[src/rtl/a2d_arbiter.sv]
// Two-requester arbiter and conversion sequencer for the shared A2D converter.
// Define A2D_RR_ARB_EN for round-robin arbitration; default is fixed priority (req0 first).
module a2d_arbiter #(
    parameter int TIMEOUT_CYC = 1024,
    parameter int RES_W       = 12
) (
    input  logic             clk,
    input  logic             rst,
    input  logic             req0,
    input  logic [2:0]       chnl0,
    input  logic             req1,
    input  logic [2:0]       chnl1,
    output logic             gnt0,
    output logic             gnt1,
    output logic             vld0,
    output logic             vld1,
    output logic             err0,
    output logic             err1,
    output logic [RES_W-1:0] res_out,
    output logic             busy,
    output logic             a2d_strt_cnv,
    output logic [2:0]       a2d_addr,
    input  logic             a2d_cnv_cmplt,
    input  logic [RES_W-1:0] a2d_res
);

    localparam int CNT_W = $clog2(TIMEOUT_CYC);

    typedef enum logic [1:0] {IDLE, START, WAIT, DONE} state_t;

    state_t             state_reg, state_next;
    logic               winner_reg, winner_next;
    logic [2:0]         addr_reg, addr_next;
    logic [CNT_W-1:0]   cnt_reg, cnt_next;
    logic               ok_reg, ok_next;
    logic [RES_W-1:0]   res_reg, res_next;
    logic               pick;

`ifdef A2D_RR_ARB_EN
    // last_reg remembers who was served last; contention goes to the other one
    logic last_reg, last_next;

    always_comb begin
        if (req0 && req1) begin
            pick = ~last_reg;
        end else begin
            pick = ~req0;
        end
    end

    always_ff @(posedge clk) begin
        if (rst) begin
            last_reg <= 1'b1;
        end else begin
            last_reg <= last_next;
        end
    end

    always_comb begin
        last_next = last_reg;
        if (state_reg == DONE) begin
            last_next = winner_reg;
        end
    end
`else
    assign pick = ~req0;
`endif

    always_ff @(posedge clk) begin
        if (rst) begin
            state_reg  <= IDLE;
            winner_reg <= 1'b0;
            addr_reg   <= 3'd0;
            cnt_reg    <= '0;
            ok_reg     <= 1'b0;
            res_reg    <= '0;
        end else begin
            state_reg  <= state_next;
            winner_reg <= winner_next;
            addr_reg   <= addr_next;
            cnt_reg    <= cnt_next;
            ok_reg     <= ok_next;
            res_reg    <= res_next;
        end
    end

    always_comb begin
        state_next  = state_reg;
        winner_next = winner_reg;
        addr_next   = addr_reg;
        cnt_next    = cnt_reg;
        ok_next     = ok_reg;
        res_next    = res_reg;
        case (state_reg)
            IDLE: begin
                // completions arriving here are stale and deliberately ignored
                if (req0 || req1) begin
                    winner_next = pick;
                    addr_next   = pick ? chnl1 : chnl0;
                    state_next  = START;
                end
            end
            START: begin
                cnt_next   = '0;
                state_next = WAIT;
            end
            WAIT: begin
                // completion takes precedence over a simultaneous timeout
                if (a2d_cnv_cmplt) begin
                    res_next   = a2d_res;
                    ok_next    = 1'b1;
                    state_next = DONE;
                end else if (cnt_reg == CNT_W'(TIMEOUT_CYC - 1)) begin
                    ok_next    = 1'b0;
                    state_next = DONE;
                end else begin
                    cnt_next = cnt_reg + CNT_W'(1);
                end
            end
            DONE: begin
                state_next = IDLE;
            end
            default: begin
                state_next = IDLE;
            end
        endcase
    end

    assign busy         = (state_reg != IDLE);
    assign gnt0         = busy && !winner_reg;
    assign gnt1         = busy && winner_reg;
    assign a2d_strt_cnv = (state_reg == START);
    assign a2d_addr     = addr_reg;
    assign res_out      = res_reg;
    assign vld0         = (state_reg == DONE) && ok_reg && !winner_reg;
    assign vld1         = (state_reg == DONE) && ok_reg && winner_reg;
    assign err0         = (state_reg == DONE) && !ok_reg && !winner_reg;
    assign err1         = (state_reg == DONE) && !ok_reg && winner_reg;

endmodule
[config.mk]
export PLATFORM = sky130hd
export DESIGN_NAME = a2d_arbiter
export DESIGN_NICKNAME = d
export VERILOG_FILES = /design/src/rtl/a2d_arbiter.sv
export SDC_FILE = /design/constraint.sdc
export NUM_CORES = 1
export LEC_CHECK = 0
export ABC_AREA = 1
export CORE_UTILIZATION = 42
export CTS_CLUSTER_DIAMETER = 100
export DETAILED_ROUTE_END_ITERATION = 10
export GPL_ROUTABILITY_DRIVEN = 0
export PLACE_DENSITY_LB_ADDON = 0.05
export SKIP_LAST_GASP = 1
export SYNTH_ARGS = -nofsm -noshare
export SYNTH_HDL_FRONTEND = slang
export SYNTH_SLANG_ARGS = --single-unit
[constraint.sdc]
create_clock -name clk -period 1.3 [get_ports clk]
set_input_delay 0.13 -clock clk [delete_from_list [all_inputs] [get_ports clk]]
set_output_delay 0.13 -clock clk [all_outputs]
set_load 0.02 [all_outputs]
== Word level (Yosys, flattened, before mapping) ==
Cells that the tools add are included.

* RAM bits: 0
* Register bits after elaboration: 29
* Bits in latches: 0
* Word-level logic and storage cells: 46
* Memories: 0
* Bits in read-only memories: 0

* Div/mod/pow operators: 0
* $mul: 0
* Bitwise gates (word level): 1
* Reduce and logical (&&, ||, !) cells: 20
* Add/sub/neg operators: 1
* $lt $le $gt $ge: 0
* Equal/unequal tests: 8
* Shifts and indexed selects: 0
* Multiplexer cells: 10

{| class="wikitable"
|+ Operator list
! operator !! number
|-
| 10-bit two-way mux || 2
|-
| 10-bit one-hot mux with 2 select lines || 1
|-
| 10-bit by 1-bit adder with 10-bit output (second input constant) || 1
|-
| 10-bit == test (second input constant) || 1
|-
| 1-bit logical AND || 8
|-
| 2-bit one-hot mux with 4 select lines || 1
|-
| 2-bit AND reduction || 4
|-
| 2-bit two-way mux || 3
|-
| 2-bit != test (second input constant) || 3
|-
| 2-bit nonzero test || 3
|-
| 2-bit == test (second input constant) || 2
|-
| 3-bit two-way mux || 1
|-
| 3-bit != test (second input constant) || 1
|-
| 3-bit AND reduction || 1
|-
| 2-bit by 1-bit == test with 1-bit output (second input constant) || 1
|-
| 1-bit zero test || 2
|-
| 2-bit zero test || 1
|-
| 1-bit two-way mux || 2
|-
| 1-bit logical OR || 1
|-
| 1-bit inverter || 1
|}

== Logic depth before layout (Yosys ltp) ==
Gate-level depths: netlist of run 1.

* Depth in word-level cells: 4
* Gate-level depth with buffers: 9
* Depth with buffers taken out: 9

== Least setup slack after synthesis of run 1 ==
No wires, ideal clock.

* Kind: reg-to-reg
* Start: register state_reg[0]
* End: register res_reg[11], in the netlist res_out[11]
* Path slack: -0.072 ns
* Stages on the path, launching flop included: 8
* Data required time: 1.235 ns
* Arrival: 1.307 ns
* Cell sequence: dfxtp_1 inv_1 ha_1 nand2_1 buf_4 clkbuf_1 o21ai_0 nor2_1

* Cells in the longest elaborated chain, start to end: 2

{| class="wikitable"
|+ Ends and longest elaborated chain
! element !! line !! RTL
|-
| start: declaration || 31 || <nowiki>state_t state_reg, state_next;</nowiki>
|-
| start signal: assignment || 78 || <nowiki>state_reg <= state_next;</nowiki>
|-
| 2-bit == test || 94 || <nowiki>case (state_reg)</nowiki>
|-
| 2-bit AND reduction (no line) || - ||
|-
| end signal: assignment || 83 || <nowiki>res_reg <= res_next;</nowiki>
|-
| end: declaration || 36 || <nowiki>logic [RES_W-1:0] res_reg, res_next;</nowiki>
|}

Every way passes these cells.
A chain may end at the register's enable or synchronous reset.

== Worst setup path after layout of run 1 ==
* Start: register state_reg[0]
* End: register cnt_reg[2]

* Cells in the longest elaborated chain, start to end: 3
* Elaborated cells between the ends (all ways): 7
* Those cells by class: 4 x eq/ne; 1 x mux; 2 x reduce/logical

{| class="wikitable"
|+ Ends and longest elaborated chain
! element !! line !! RTL
|-
| 2-bit == test / 2-bit by 1-bit == test with 1-bit output (equally long branches) || 94 ||
|-
| 2-bit != test (no line) / 2-bit nonzero test (equally long branches) || - ||
|-
| 3-bit AND reduction (no line) || - ||
|-
| end signal: assignment || 81 || <nowiki>cnt_reg <= cnt_next;</nowiki>
|-
| end: declaration || 34 || <nowiki>logic [CNT_W-1:0] cnt_reg, cnt_next;</nowiki>
|}

Parallel ways exist; a longest one is shown, timed or not.

==> results of run 1 <==
## cell families after synthesis
kind of cell               after synthesis
buffers and inverters                   38
adders and majority gates                6
AOI/OAI and AO/OA                       34
and+or+nand+nor                        114
DFF                                     29
## synthesized netlist by cell type
master    instances
o21ai_0          19
nand3_1          12
nand4_4           1
a21oi_1          10
o21bai_1          1
buf_4             1
nand4_1           6
buf_1             1
a21oi_2           1
nand2_2           2
nor2_4            2
nand3_4           1
clkbuf_1          3
nand2_1          40
dfxtp_1          29
buf_2             2
ha_1              6
nor3_1            4
nor2_2            1
nor2_1           43
a31oi_1           3
and2_1            1
nor3b_1           1
inv_1            31
## stage by stage
| stage | total power, mW | instance area [µm²] | utilization [%] | setup slack (ns) |
|---|---|---|---|---|
| after floorplan | 2.35 | 1510 | - | 0.0225 |
| after detailed placement | 3.20 | 2190 | 64.5 | -0.213 |
| after global placement | 3.19 | 2190 | 64.5 | -0.188 |
| final | 4.84 | 2640 | 78.0 | -0.0974 |
| after global routing | 5.09 | 2640 | 78.0 | -0.169 |
| after CTS | 4.19 | 2370 | 69.9 | -0.0875 |
## timing repair
action,CTS,global route
pin swaps,10,13
setup buffers,2,2
gates cloned,1,2
endpoints found under the setup margin,52,37
hold buffers,0,0
gates resized for setup,85,78
## final cells by class
| type | count | area, µm² |
|---|---|---|
| multi-input combinational | 155 | 1040 |
| tap | 46 | 57.6 |
| sequential | 29 | 587 |
| inverter | 31 | 126 |
| clock inverter | 1 | 30.0 |
| fill | 235 | 747 |
| clock buffer | 7 | 55.1 |
| timing repair buffer | 76 | 746 |
## routing by layer
layer | routed length [µm] | global-route usage, % | up-vias | part of all wire (%)
met5 | 0 | 0 | - | 0
met4 | 158 | 12.4 | 0 | 3.5
met3 | 258 | 7.87 | 21 | 5.8
met2 | 2190 | 38.9 | 67 | 49
met1 | 1870 | 25.6 | 756 | 42
li1 | - | - | 867 | -
## worst min-delay path by stage
stage / to / cells past startpoint / start
detailed placement: res_out[3] / 2 / res_out[3]
finish: a2d_addr[1] / 3 / chnl0[1]
global placement: res_out[8] / 2 / res_out[8]
floorplan: cnt_reg[1] / 1 / rst
CTS: a2d_addr[1] / 3 / chnl0[1]
global route: a2d_addr[2] / 3 / chnl0[2]
## report_power, final
part | total, mW | leakage (nW) | switching (mW) | internal (mW)
Clock | 0.794 | 0.0455 | 0.335 | 0.459
Sequential | 1.26 | 0.238 | 0.165 | 1.09
Combinational | 2.79 | 0.888 | 1.49 | 1.30
## tightest hold or removal path, cell delays in order
cell and delay (ns):
clkdlybuf4s50_1 0.40, nand2_1 0.05, a31oi_1 0.07
==> results.md, run 1 <==
- Maximum vdd drop: 1100 µV
- FF-to-FF End: cnt_reg[2]
- DP HPWL: 2.63 mm
- Fin nets: 327
- Xor/xnor cell area share of the yosys netlist: 0%
- Worst Setup EP: cnt_reg[2]
- Initial antenna violation count: 0
- Net count of the mapped netlist: 250
- Largest net degree at the start of global routing: 14
- Worst Skew: 0.00737 ns
- Fraction of layout cells with a size suffix above 1: 36.5%
- Synth Area in Adders: 4.98%
- Crit path launch: state_reg[0]
- Most frequent cells in the layout: 34 x nand2_1, 29 x nor2_1, 26 x inv_1, 24 x dfxtp_1, 22 x clkdlybuf4s50_1
- Crit end category: register
- CTS Root Buffer Type: clkbuf_4
- Syn avg cell area: 6.82 µm²
- RSZ-0062 raised after global routing: true
- DR DRC count: 0
- Max reg flops: 12
- DRT Wirelength: 4.47 mm
- Largest stage delay, worst path: 0.35 ns
- Synth warnings: 0
- First-pass GRT wire length: 6.28 mm
- Most common cell after layout, fill and taps aside: nand2_1
- Share of the synthesized area in the top cell type: 38.5%
- CTS tree: done
- DR WL/cell: 13.0 µm
- Simple-gate share of the synthesized area: 34.7%
- Max-slew headroom: 83.0%
- Layout area overhead: 75.3%
- CTS Buffer Depth: 2
- Placed Cells incl. Taps: 330
- Reg2reg start: state_reg[0]
- Overflow after GRT: 0
- Drt first pass iters: 4
- Post-synth cell types: 24
- Final setup viols: 29
- Main combinational cell family by area after synthesis: simple AND/OR/NAND/NOR gates
- Die height: 61.9 µm
- Max_cap viols: 0
- Power Density: 1830 mW/mm²
- Total clock sinks: 29
- Die Area: 0.00383 mm²
- Leakage: 1.17 nW
- Dominant cell type by area after synthesis: dfxtp_1
- # IOs: 46
- Rows: 21
- Antenna Nets Post-Route: 0
- Antenna Cells: 0
- TNS Setup: -1.22 ns
- Die Width: 61.9 µm
- Fin. Hold Viols: 0
- Number of stages on the worst setup path: 7
- Sequential area share after synthesis: 38.5%
- Number of clock buffers inserted by TritonCTS: 5
- Slowest CP cell: dfxtp_2
- Setup slack, reg-to-reg: -0.1 ns
- Vias in the first global route: 1,471
- Initial DRC Count: 127
- Final period util: 107%
- Non-Filler Instances: 345
- Worst-path clk slew: 0.10 ns
- Min-delay worst type: primary input to register
- Peak Freq: 716 MHz
- Pins Over Slew Limit: 0
- CP max FO: 8
- Failing checks: negative setup slack
- Mapped Area: 0.00151 mm²
- Register bit total from synthesis: 29
- Setup Crit Path Kind: register to register
- Arrival time worst endpoint: 1.67 ns
- Placeable core area: 0.00339 mm²
- Starting Density: 44.5%
- FF-to-FF path depth: 7
- Synth Instances: 221
- Worst-Margin Slew: 0.254 ns
- Total GRT Usage: 23.0%
- Startpoint types: register
- Proportion of synthesized area in mux cells: 0%
- Compound-Gate Fraction of Synth Area: 12.0%
- Synth area leaders: dfxtp_1 39%, nor2_1 11%, nand2_1 10%
- Worst-Skew Late Latency: 0.33 ns
- Worst hold margin: 0.360 ns
- Critical Path RT: 1.57 ns
- Post-route setup slack: -0.0974 ns
- Outcome: finished, violations left
- Bufs and invs on worst path: 2
- H-tree depth reported by CTS: 2
- Vias: 1,711
- Vias/cell: 4.96
- Critical path cell sequence: inv_2 -> buf_6 -> ha_4 -> nand4_4 -> nand3_4 -> nand2_2 -> a21oi_2
- Final min period: 1.40 ns
- CP top delay family: simple AND/OR/NAND/NOR gates
- Port bufs: 45
(Power assumes the default switching activity.)
==> inputs of run 2 (changes only) <==
- PLACE_DENSITY: unset -> 0.75
- PLACE_DENSITY_LB_ADDON: 0.05 -> unset
- SLEW_MARGIN: unset -> 25
==> run 2 against run 1 <==
Compared with the run above: the flow still finishes with violations (negative setup slack); clock power shrank 9.7%; sequential power about the same; register-to-register slack worse by 0.02 ns.
==> results.md, run 2 (synthesis results as in run 1) <==
- Outcome: finished, violations left
- Failing checks: negative setup slack
- Initial antenna violation count: 0 (unchanged)
- Die Area: 0.00383 mm² (unchanged)
- RSZ-0062 raised after global routing: true
- # IOs: 46 (unchanged)
- H-tree depth reported by CTS: 2 (unchanged)
- Pins Over Slew Limit: 0 (unchanged)
- # hold bufs at CTS: 0 (unchanged)
- Antenna Cells: 0 (unchanged)
- Leakage: 1.15 nW (-1.5%)
- Port bufs: 45 (unchanged)
- Comb power frac: 57.0% (-0.6 points)
- Starting Density: 44.5% (unchanged)
- Worst Skew: 0.0114 ns (+0.00401 ns)
- DRT Wirelength: 4.57 mm (+2.3%)
- Power Internal: 2.72 mW (-4.4%)
- Arrival time worst endpoint: 1.65 ns (-0.02 ns)
- Worst hold margin: 0.349 ns (-0.0117 ns)
- Vias/cell: 4.92 (-0.90%)
- Max reg flops: 12 (unchanged)
- Total GRT Usage: 24.9% (+1.9 points)
- Power Density: 1780 mW/mm² (-3.0%)
- Vias in the first global route: 1,594 (+8.4%)
- Die Width: 61.9 µm (unchanged)
- Layout area overhead: 72.5%
- Critical Path RT: 1.54 ns (-0.03 ns)
- Rows: 21 (unchanged)
- Startpoint types: register
- Fin nets: 336 (+2.8%)
- CTS Root Buffer Type: clkbuf_4
- FF-to-FF path depth: 8 (+1)
- Finished Core Util: 76.7% (-1.2 points)
- Design Power: 4.62 mW (-4.6%)
- Final min period: 1.42 ns (+0.0192 ns)
- Area after DPL: 0.00224 mm² (+2.4%)
- TNS Setup: -2.11 ns (-0.891 ns)
- Most common cell after layout, fill and taps aside: nand2_1
- Max_cap viols: 0 (unchanged)
- Total clock sinks: 29 (unchanged)
- CTS Buffer Depth: 2 (unchanged)
- Worst-Margin Slew: 0.245 ns (-0.00921 ns)
- Die height: 61.9 µm (unchanged)
- Drt first pass iters: 4 (unchanged)
- Post-route setup slack: -0.117 ns (-0.0192 ns)
- Placed Cells incl. Taps: 337 (+2.1%)
- Maximum vdd drop: 1200 µV (+9.5%)
- Max-slew headroom: 83.6% (+0.63 points)
- DP HPWL: 2.80 mm (+6.5%)
- Fin. Hold Viols: 0 (unchanged)
- Overflow after GRT: 0 (unchanged)
- Hold depth: 3 (unchanged)
- DR DRC count: 0 (unchanged)
- Placeable core area: 0.00339 mm² (unchanged)
- Final setup viols: 36 (+24%)
- Switching part of the total power: 41.0% (-0.076 points)
- First-pass GRT wire length: 6.78 mm (+7.9%)
- Worst-Skew Late Latency: 0.34 ns (about the same)
- Peak Freq: 706 MHz (-1.4%)
- Crit end category: register
- Antenna Nets Post-Route: 0 (unchanged)
- Post-route cell area: 0.00260 mm² (-1.6%)
- Initial DRC Count: 56 (-56%)
- Pre-CTS setup slack: -0.250 ns (-0.0367 ns)
- Non-Filler Instances: 353 (+2.3%)
- Setup Crit Path Kind: register to register
- Worst-path clk slew: 0.09 ns (about the same)
- CTS tree: done
- Most frequent cells in the layout: 37 x nand2_1, 34 x nor2_1, 32 x buf_4, 26 x inv_1, 23 x dfxtp_1
- Number of clock buffers inserted by TritonCTS: 5 (unchanged)
- CP max FO: 7 (-1)
- Final period util: 109% (+1.5 points)
- Largest net degree at the start of global routing: 16 (+2)
- Min-delay worst type: primary input to register
- DR WL/cell: 12.9 µm (about the same)
- Flop pwr share: 27.4% (+1.4 points)
- Fraction of layout cells with a size suffix above 1: 34.5% (-1.9 points)
- Sw Pwr: 1.89 mW (-4.7%)
- Clk pwr share: 15.5% (-0.9 points)
- Vias: 1,735 (+1.4%)
## run 2: cell count changes in the layout (fill, tap and decap cells not counted), moves of 3 or more
| cell | before | now |
|---|---|---|
| nand2_1 | 34 | 37 |
| inv_4 | 1 | 4 |
| a21oi_2 | 2 | 6 |
| nor2_1 | 29 | 34 |
| o21ai_2 | 11 | 1 |
| buf_4 | 21 | 32 |
| nor2_4 | 10 | 4 |
| o21ai_0 | 2 | 14 |
| inv_2 | 3 | 0 |
| a21oi_1 | 8 | 4 |
## run 2: area by class of cell
class / count / area, µm²
Clock buffer: 5 / 37.5
Sequential cell: 29 / 593
Fill cell: 235 / 788
Clock inverter: 2 / 35.0
Timing Repair Buffer: 84 / 769
Inverter: 31 / 130
Multi-Input combinational cell: 155 / 971
Tap cell: 46 / 57.6
Timing Repair inverter: 1 / 7.51
## run 2: path summary, 6_finish.rpt
path / start / slack, ns / endpoint
worst max register to register: state_reg[0] / -0.12 / ok_reg
worst min register to register: res_out[7] / 0.47 / res_out[7]
worst min-delay path: chnl0[1] / 0.35 / a2d_addr[1]
worst max-delay path: state_reg[0] / -0.12 / ok_reg
## run 2: timing repair
action / 4_1_cts / 5_1_grt
setup buffers: 5 / 2
cloned: 1 / 1
gates resized for setup: 101 / 34
endpoints found under the setup margin: 52 / 37
pin swaps: 12 / 13
## run 2: power by group through the flow
stage	combinational, mW	sequential (mW)	clock (mW)
after floorplan	1.01	1.33	0
after global placement	2.03	1.21	0
after detailed placement	2.05	1.22	0
after CTS	2.28	1.24	0.733
after global routing	2.86	1.29	0.772
final	2.63	1.27	0.717
## run 2: critical path: stages, from the launching register on
cell and delay, ns:
dfxtp_4 0.39, inv_4 0.05, buf_6 0.11, ha_4 0.19, nand2_4 0.11, buf_6 0.11
clkinvlp_4 0.16, a21oi_2 0.15, nor2_1 0.05
## run 2: layer usage
metal	track usage (%)	vias to the layer above	wire, µm
met1	27.7	787	1940
met4	10.2	0	74
met2	41.8	60	2260
met3	10.8	11	301
met5	0	-	0
li1	-	877	-
